[src/rtl/cronometro_bcd_pkg.sv]
// Shared encodings for the two-digit BCD stopwatch: control FSM states and BCD limits.
package cronometro_bcd_pkg;

   localparam logic [1:0] ST_STOPPED = 2'd0;
   localparam logic [1:0] ST_RUNNING = 2'd1;
   localparam logic [1:0] ST_PAUSED  = 2'd2;

   localparam logic [3:0] BCD_MAX = 4'd9;

   typedef enum logic [1:0] {
      STOPPED = ST_STOPPED,
      RUNNING = ST_RUNNING,
      PAUSED  = ST_PAUSED
   } state_e;

endpackage

[src/rtl/bcd_digit.sv]
// One BCD digit: clear has priority over increment; the digit rolls to 0 after TERM.
module bcd_digit
   import cronometro_bcd_pkg::*;
#(
   parameter logic [3:0] TERM = BCD_MAX
) (
   input  logic       clk_i,
   input  logic       rst_ni,
   input  logic       inc_i,
   input  logic       clr_i,
   output logic [3:0] digit_o,
   output logic       wrap_o
);

   logic [3:0] digit_q, digit_d;

   // >= rather than == keeps the digit inside 0..TERM even from a corrupted value.
   always_comb begin
      digit_d = digit_q;
      if (clr_i) begin
         digit_d = '0;
      end else if (inc_i) begin
         digit_d = (digit_q >= TERM) ? 4'd0 : digit_q + 4'd1;
      end
   end

   always_ff @(posedge clk_i or negedge rst_ni) begin
      if (!rst_ni) begin
         digit_q <= '0;
      end else begin
         digit_q <= digit_d;
      end
   end

   assign digit_o = digit_q;
   assign wrap_o  = (digit_q == TERM);

endmodule

[src/rtl/cronometro_bcd.sv]
// Counts rising edges of the divider tick as a two-digit BCD value 00..MAX_COUNT,
// gated by a start/stop/clear FSM, with a one-cycle carry on wrap.
module cronometro_bcd
   import cronometro_bcd_pkg::*;
#(
   parameter int MAX_COUNT = 59
) (
   input  logic       clk,
   input  logic       rst,
   input  logic       tick_in,
   input  logic       start,
   input  logic       stop,
   input  logic       clear,
   output logic [3:0] dig_uni,
   output logic [3:0] dig_dez,
   output logic       running,
   output logic       carry,
   output logic [1:0] state_dbg
);

   localparam logic [3:0] MAX_DEZ = 4'(MAX_COUNT / 10);
   localparam logic [3:0] MAX_UNI = 4'(MAX_COUNT % 10);

   generate
      if (MAX_COUNT < 1 || MAX_COUNT > 99) begin : g_bad_max
         $error("cronometro_bcd: MAX_COUNT must be within 1..99");
      end
   endgenerate

   state_e state_q, state_d;
   logic   tick_prev_q;
   logic   running_q;
   logic   carry_q;
   logic   tick_edge;
   logic   count;
   logic   at_max;
   logic   uni_wrap;
   logic   dez_at_term;
   logic   wrap_clr;

   always_comb begin
      state_d = state_q;
      unique case (state_q)
         STOPPED: if (start && !stop) state_d = RUNNING;
         RUNNING: if (stop) state_d = PAUSED;
         PAUSED: begin
            if (clear) begin
               state_d = STOPPED;
            end else if (start && !stop) begin
               state_d = RUNNING;
            end
         end
         default: state_d = STOPPED;
      endcase
   end

   // tick_prev resets high so a tick already high at reset release is not an edge.
   always_ff @(posedge clk or negedge rst) begin
      if (!rst) begin
         state_q     <= STOPPED;
         tick_prev_q <= 1'b1;
         running_q   <= 1'b0;
         carry_q     <= 1'b0;
      end else begin
         state_q     <= state_d;
         tick_prev_q <= tick_in;
         running_q   <= (state_d == RUNNING);
         carry_q     <= count && at_max;
      end
   end

   assign tick_edge = tick_in && !tick_prev_q;
   assign count     = tick_edge && (state_q == RUNNING) && !clear;
   assign at_max    = dez_at_term && (dig_uni == MAX_UNI);
   assign wrap_clr  = clear || (count && at_max);

   bcd_digit #(.TERM(BCD_MAX)) u_uni (
      .clk_i   (clk),
      .rst_ni  (rst),
      .inc_i   (count),
      .clr_i   (wrap_clr),
      .digit_o (dig_uni),
      .wrap_o  (uni_wrap)
   );

   // Tens advance on a units roll-over, except on the terminal count where both clear.
   bcd_digit #(.TERM(MAX_DEZ)) u_dez (
      .clk_i   (clk),
      .rst_ni  (rst),
      .inc_i   (count && uni_wrap && !at_max),
      .clr_i   (wrap_clr),
      .digit_o (dig_dez),
      .wrap_o  (dez_at_term)
   );

   assign running   = running_q;
   assign carry     = carry_q;
   assign state_dbg = state_q;

endmodule

[config.mk]
export PLATFORM = sky130hd
export DESIGN_NAME = cronometro_bcd
export DESIGN_NICKNAME = d
export VERILOG_FILES = /design/src/rtl/cronometro_bcd_pkg.sv /design/src/rtl/bcd_digit.sv /design/src/rtl/cronometro_bcd.sv
export SDC_FILE = /design/constraint.sdc
export NUM_CORES = 1
export LEC_CHECK = 0
export ABC_CLOCK_PERIOD_IN_PS = 1380
export BUFFER_PORTS_ARGS = -buffer_cell sky130_fd_sc_hd__buf_2
export CAP_MARGIN = 20
export CORE_MARGIN = 1.5
export CORE_UTILIZATION = 40
export DETAILED_ROUTE_END_ITERATION = 10
export MAX_ROUTING_LAYER = met4
export PLACE_DENSITY = 0.69
export SKIP_CTS_REPAIR_TIMING = 1
export SLEW_MARGIN = 0
export SYNTH_ARGS = -nofsm -noshare
export SYNTH_HDL_FRONTEND = slang
export SYNTH_SLANG_ARGS = --single-unit
[constraint.sdc]
create_clock -name clk -period 1.38 [get_ports clk]
set_input_delay 0.207 -clock clk [delete_from_list [all_inputs] [get_ports clk]]
set_output_delay 0.207 -clock clk [all_outputs]
set_load 0.1 [all_outputs]
# Word-level counts from Yosys, hierarchy flattened
# Cells that the tools add are included.
# word_totals
reg_bits	13
inputBits	6
out_inout_bits	12
elab_cells	41
# op_classes
n_addsub	2
order_cmp	2
mux	10
eq_ne	5
reduce_logical	16
# ops
operator	n
4-bit 2-to-1 mux	6
4-bit by 1-bit adder with 4-bit output (second input constant)	2
1-bit logical AND	8
2-bit 2-to-1 mux	3
2-bit one-hot mux with 3 select lines	1
2-bit by 1-bit == test with 1-bit output (second input constant)	2
4-bit by 3-bit == test with 1-bit output (second input constant)	1
4-bit == test (second input constant)	1
4-bit by 3-bit >= comparator with 1-bit output (second input constant)	1
4-bit >= comparator (second input constant)	1
1-bit logical NOT	4
2-bit nonzero test	2
2-bit == test (second input constant)	1
2-bit logical NOT	1
1-bit logical OR	1

# Logic depth before layout (Yosys ltp)
# logic_depth
depth_word	8
depth_mapped	5
ltp_nobuf	5

# Modules after synthesis
# Synthesis repeated with hierarchy kept, for this count alone.
# hier_totals
cells_unflattened	76
hier_area_um2	815.8
# by_module_without_submodules
module	instances	cells_each	area_per_inst_um2	seq_area_each_um2
bcd_digit at u_uni	1	31	295.3	100.1
bcd_digit at u_dez	1	24	276.5	100.1
cronometro_bcd	1	21	244.0	126.4

# Worst setup path after synthesis
# No wires, ideal clock.
# synth_path
path_type	register to register
startpoint	reg u_dez.digit_q[1], in the netlist u_dez.digit_o[1]
endpoint	reg u_dez.digit_q[3], in the netlist u_dez.digit_o[3]
path_slack_ns	-0.797
stages_incl_launch_ff	6
t_arrival_ns	2.099
required_ns	1.303
setup_ns	0.077
synth_period_minus_slack_ns	2.177
n_path_buf	0
cell_sequence	dfrtp_1 inv_1 ha_1 nand3b_1 or4_1 a21oi_1
# synth_between
elab_chain_len	5
elab_cells_between_ends	12
cone_classes	add/sub: 1; order compare: 1; eq/ne: 1; mux: 3; reduce/logical: 6
# synth_lines
element	line	source
start, declared	bcd_digit.sv:15	logic [3:0] digit_q, digit_d;
start signal, assigned	bcd_digit.sv:31	digit_q <= digit_d;
parallel branches: the longest is 5 deep, another holds 4-bit by 1-bit adder with 4-bit output	n/a	
# Parallel ways; which one is timed is not known. The select of a mux whose other input is x is not followed.
# A chain may end at the register's enable or synchronous reset.

# Worst setup path in the final report
# layout_path
startpoint	reg u_uni.digit_q[1], in the netlist u_uni.digit_o[1]
endpoint	reg u_dez.digit_q[3], in the netlist u_dez.digit_o[3]
# layout_between
elab_chain_len	5
elab_cells_between_ends	9
cone_classes	eq/ne: 1; mux: 1; reduce/logical: 7
# layout_lines
element	line	source
start, declared	bcd_digit.sv:15	
start signal, assigned	bcd_digit.sv:31	
4-bit == test (*)	bcd_digit.sv:36, cronometro_bcd.sv:74	
1-bit logical AND	cronometro_bcd.sv:74	assign at_max = dez_at_term && (dig_uni == MAX_UNI);
1-bit logical AND / 1-bit logical NOT (equally long branches)	cronometro_bcd.sv:75, cronometro_bcd.sv:90	
1-bit logical OR / 1-bit logical AND (equally long branches)	cronometro_bcd.sv:75, cronometro_bcd.sv:90	
4-bit 2-to-1 mux / 2-bit nonzero test (equally long branches)	n/a	
# Mark *: on every way between the ends. The rest lies on a longest branch, timed or not.

==> insert_results.sql <==
INSERT INTO impl_metrics (metric_group, metric, value, unit) VALUES
('placement', 'post-dp-hpwl', '1350', 'um'),
('logic_synthesis', 'synth_largest_area_cell', 'dfrtp_1', ''),
('detailed_routing', 'detail-route-antenna-nets', '0', ''),
('timing', 'max-slew-margin-rel', '0.678', ''),
('pwr', 'power_frac_comb', '0.262', ''),
('detailed_routing', 'drc', '0', ''),
('detailed_routing', 'drt_iter0_drc', '19', ''),
('clock_tree', 'numCtsBuffers', '3', ''),
('pwr', 'seqPwrFrac', '0.469', ''),
('logic_synthesis', 'post_synth_main_area_contributors', 'dfrtp_1 39%, ha_1 9.7%, a21oi_1 4.5%, o21ai_0 3.9%, inv_1 3.9%', ''),
('outcome', 'run_status', 'finished with violations', ''),
('detailed_routing', 'route.detailed.wl_per_inst', '14.0', 'um'),
('layout', 'post_route_cells_drive_above_1_share', '0.513', ''),
('timing', 'fin_tns_setup', '-317', 'ps'),
('layout', 'antenna_cells_inserted', '0', ''),
('floorplan', 'die-area', '2200', 'um2'),
('floorplan', 'floorplan.die.width', '46.9', 'um'),
('global_route', 'grt_pass1_wl', '2980', 'um'),
('pwr', 'pint', '591', 'uW'),
('detailed_routing', 'num_vias', '736', ''),
('logic_synthesis', 'synth_largest_type_area_fraction', '0.390', ''),
('clock_tree', 'clock_sinks', '13', ''),
('layout', 'layoutNonFillerInstCount', '138', ''),
('floorplan', 'die_height', '46.9', 'um'),
('layout', 'postLayoutCoreUtil', '0.701', ''),
('placement', 'placed_area', '1140', 'um2'),
('clock_tree', 'clockBufferDepth', '2', ''),
('logic_synthesis', 'syn_area_per_cell', '9.63', 'um2'),
('timing', 'clock_skew', '2.35', 'ps'),
('placement', 'placed_cells_incl_taps', '132', ''),
('setup_path', 'critPathKind', 'reg -> reg', ''),
('timing', 'min_period_over_period', '1.11', ''),
('setup_path', 'worst_setup_path_end_kind', 'flip-flop', ''),
('logic_synthesis', 'synthesis.nets', '92', ''),
('floorplan', 'start_util', '0.437', ''),
('global_route', 'grt_antenna_before_repair', '0', ''),
('pwr', 'ir_worst_vdd', '0.000623', 'V'),
('layout', 'area_growth', '60.6', '%'),
('floorplan', 'placeableCoreArea', '1760', 'um2'),
('timing', 'setup_ws_final', '-150', 'ps'),
('outcome', 'failing_checks', 'negative setup slack', ''),
('setup_path', 'required_time_worst_endpoint', '1580', 'ps'),
('pwr', 'total_switching_power', '287', 'uW'),
('floorplan', 'row_count', '15', ''),
('logic_synthesis', 'synth.ff_latch_count', '13', ''),
('clock_tree', 'insertion_delay', '280', 'ps'),
('logic_synthesis', 'synthesis.instances', '80', ''),
('global_route', 'met1_usage', '0.236', ''),
('layout', 'n_fill_cell', '140', ''),
('timing', 'grt_setup_unrepaired', 'true', ''),
('global_route', 'grt.met2_usage', '0.329', ''),
('setup_path', 'worstSetupStartpointType', 'flip-flop', ''),
('logic_synthesis', 'number_of_flops_mapped_to_enable_cells_by_yosys', '0', ''),
('logic_synthesis', 'async_flop_share', '1.00', ''),
('setup_path', 'worstPathArrival', '1730', 'ps'),
('placement', 'port_buffers', '17', ''),
('clock_tree', 'cts_root_buffer', 'clkbuf_4', ''),
('pwr', 'clock_power_share', '0.269', ''),
('pwr', 'post-layout-total-power', '878', 'uW'),
('global_route', 'globalRouteOverflowTotal', '0', ''),
('detailed_routing', 'firstDrtPassIters', '4', ''),
('logic_synthesis', 'synth.yosys.seq_area_share', '0.424', ''),
('global_route', 'grt_max_degree', '14', ''),
('layout', 'design.final.nets', '126', ''),
('global_route', 'grt.met3_usage', '0.0500', ''),
('clock_tree', 'cts.clk_slew.worst_paths', '80', 'ps'),
('timing', 'hold_fails_final_rpt', '0', ''),
('floorplan', 'top_level_ports', '18', ''),
('timing', 'post-route-min-period', '1530', 'ps'),
('timing', 'setup-violations-final', '7', ''),
('clock_tree', 'cts_htree_levels', '1', '');
==> flip-flops by register name (all words and copies together), names as in the netlist <==
name and count:
carry 1, running 1, state_dbg 2, tick_prev_q 1
u_dez.digit_o 4, u_uni.digit_o 4
==> worst max-delay path, delay by kind of cell (launching register included) <==
family	cells	cell delay (ps)
AO/OA/AOI/OAI	1	150
adder cells (fa/ha/maj)	1	150
buffers and inverters	1	80
flip-flops	1	500
AND/OR/NAND/NOR	2	580
==> placed cells by master (no fill, tap or decap), drive strengths merged <==
cell	instances
nor2	4
dfrtp	12
dlygate4sd3	1
and3b	1
nand2b	1
dfstp	1
clkbuf	7
or3	1
nor2b	4
a21oi	7
and3	1
o211ai	2
nand4bb	1
inv	8
a31oi	1
o21ai	6
buf	27
nand3b	5
o31ai	1
nand2	3
and4bb	1
nand3	3
nor4	1
or4	1
nor3	2
o2111ai	3
ha	6
nor3b	2
==> final timing paths <==
| path | start | to | slack (ps) | cells past startpoint |
|---|---|---|---|---|
| worst min-delay path | tick_in | tick_prev_q | 70 | 1 |
| worst max-delay path | u_uni.digit_o[1] | u_dez.digit_o[3] | -150 | 5 |
| worst min register to register | u_uni.digit_o[3] | u_uni.digit_o[3] | 640 | 2 |
| max in group asynchronous | rst | tick_prev_q | 760 | 2 |
| worst max register to register | u_uni.digit_o[1] | u_dez.digit_o[3] | -150 | 5 |
| min in group asynchronous | rst | carry | 340 | 2 |
==> per-layer routing <==
metal / routed length (um) / part of all wire
met1: 861 / 0.45
met2: 957 / 0.50
met4: 29 / 0.015
met5: 0 / 0
met3: 81 / 0.042
==> per-stage QoR <==
stage,hold WS (ps),worst slack [ps]
3_5_place_dp,108,-155
4_1_cts,-194,-207
3_3_place_gp,103,-80.3
6_report,72.7,-150
2_1_floorplan,-88.6,-294
5_1_grt,51.3,-173
==> cell type report <==
type                            instances  area (um2)  area share
Sequential cell                        13         354       0.286
Tap cell                               25        31.3      0.0253
Inverter                                8        35.0      0.0283
Clock buffer                            4        26.3      0.0212
Timing Repair Buffer                   31         305       0.247
Multi-Input combinational cell         57         485       0.392
==> logic make-up (layout without fill, tap and decap cells) <==
logic type / Yosys count / after routing / share of synthesized area
flops: 13 / 13 / 0.424
simple gates: 31 / 31 / 0.269
buf+inv: 10 / 43 / 0.0536
compound gates: 20 / 20 / 0.156
fa+ha+maj: 6 / 6 / 0.0974
==> power groups by stage <==
| stage | Clock [mW] | Combinational, mW | Sequential [mW] |
|---|---|---|---|
| CTS | 0.240 | 0.214 | 0.409 |
| global route | 0.267 | 0.242 | 0.414 |
| global placement | 0 | 0.210 | 0.417 |
| detailed placement | 0 | 0.212 | 0.417 |
| floorplan | 0 | 0.0432 | 0.508 |
| finish | 0.237 | 0.230 | 0.412 |
==> cell usage after synthesis, drive strengths merged (2+ instances only) <==
| cell type | instances |
|---|---|
| nor2b | 4 |
| o2111ai | 3 |
| nand3b | 5 |
| nor3b | 2 |
| nor2 | 4 |
| inv | 8 |
| o21ai | 6 |
| ha | 6 |
| a21oi | 7 |
| o211ai | 2 |
| nand2 | 3 |
| nor3 | 2 |
| nand3 | 3 |
| dfrtp | 12 |
Power figures use the tool's default switching activity.
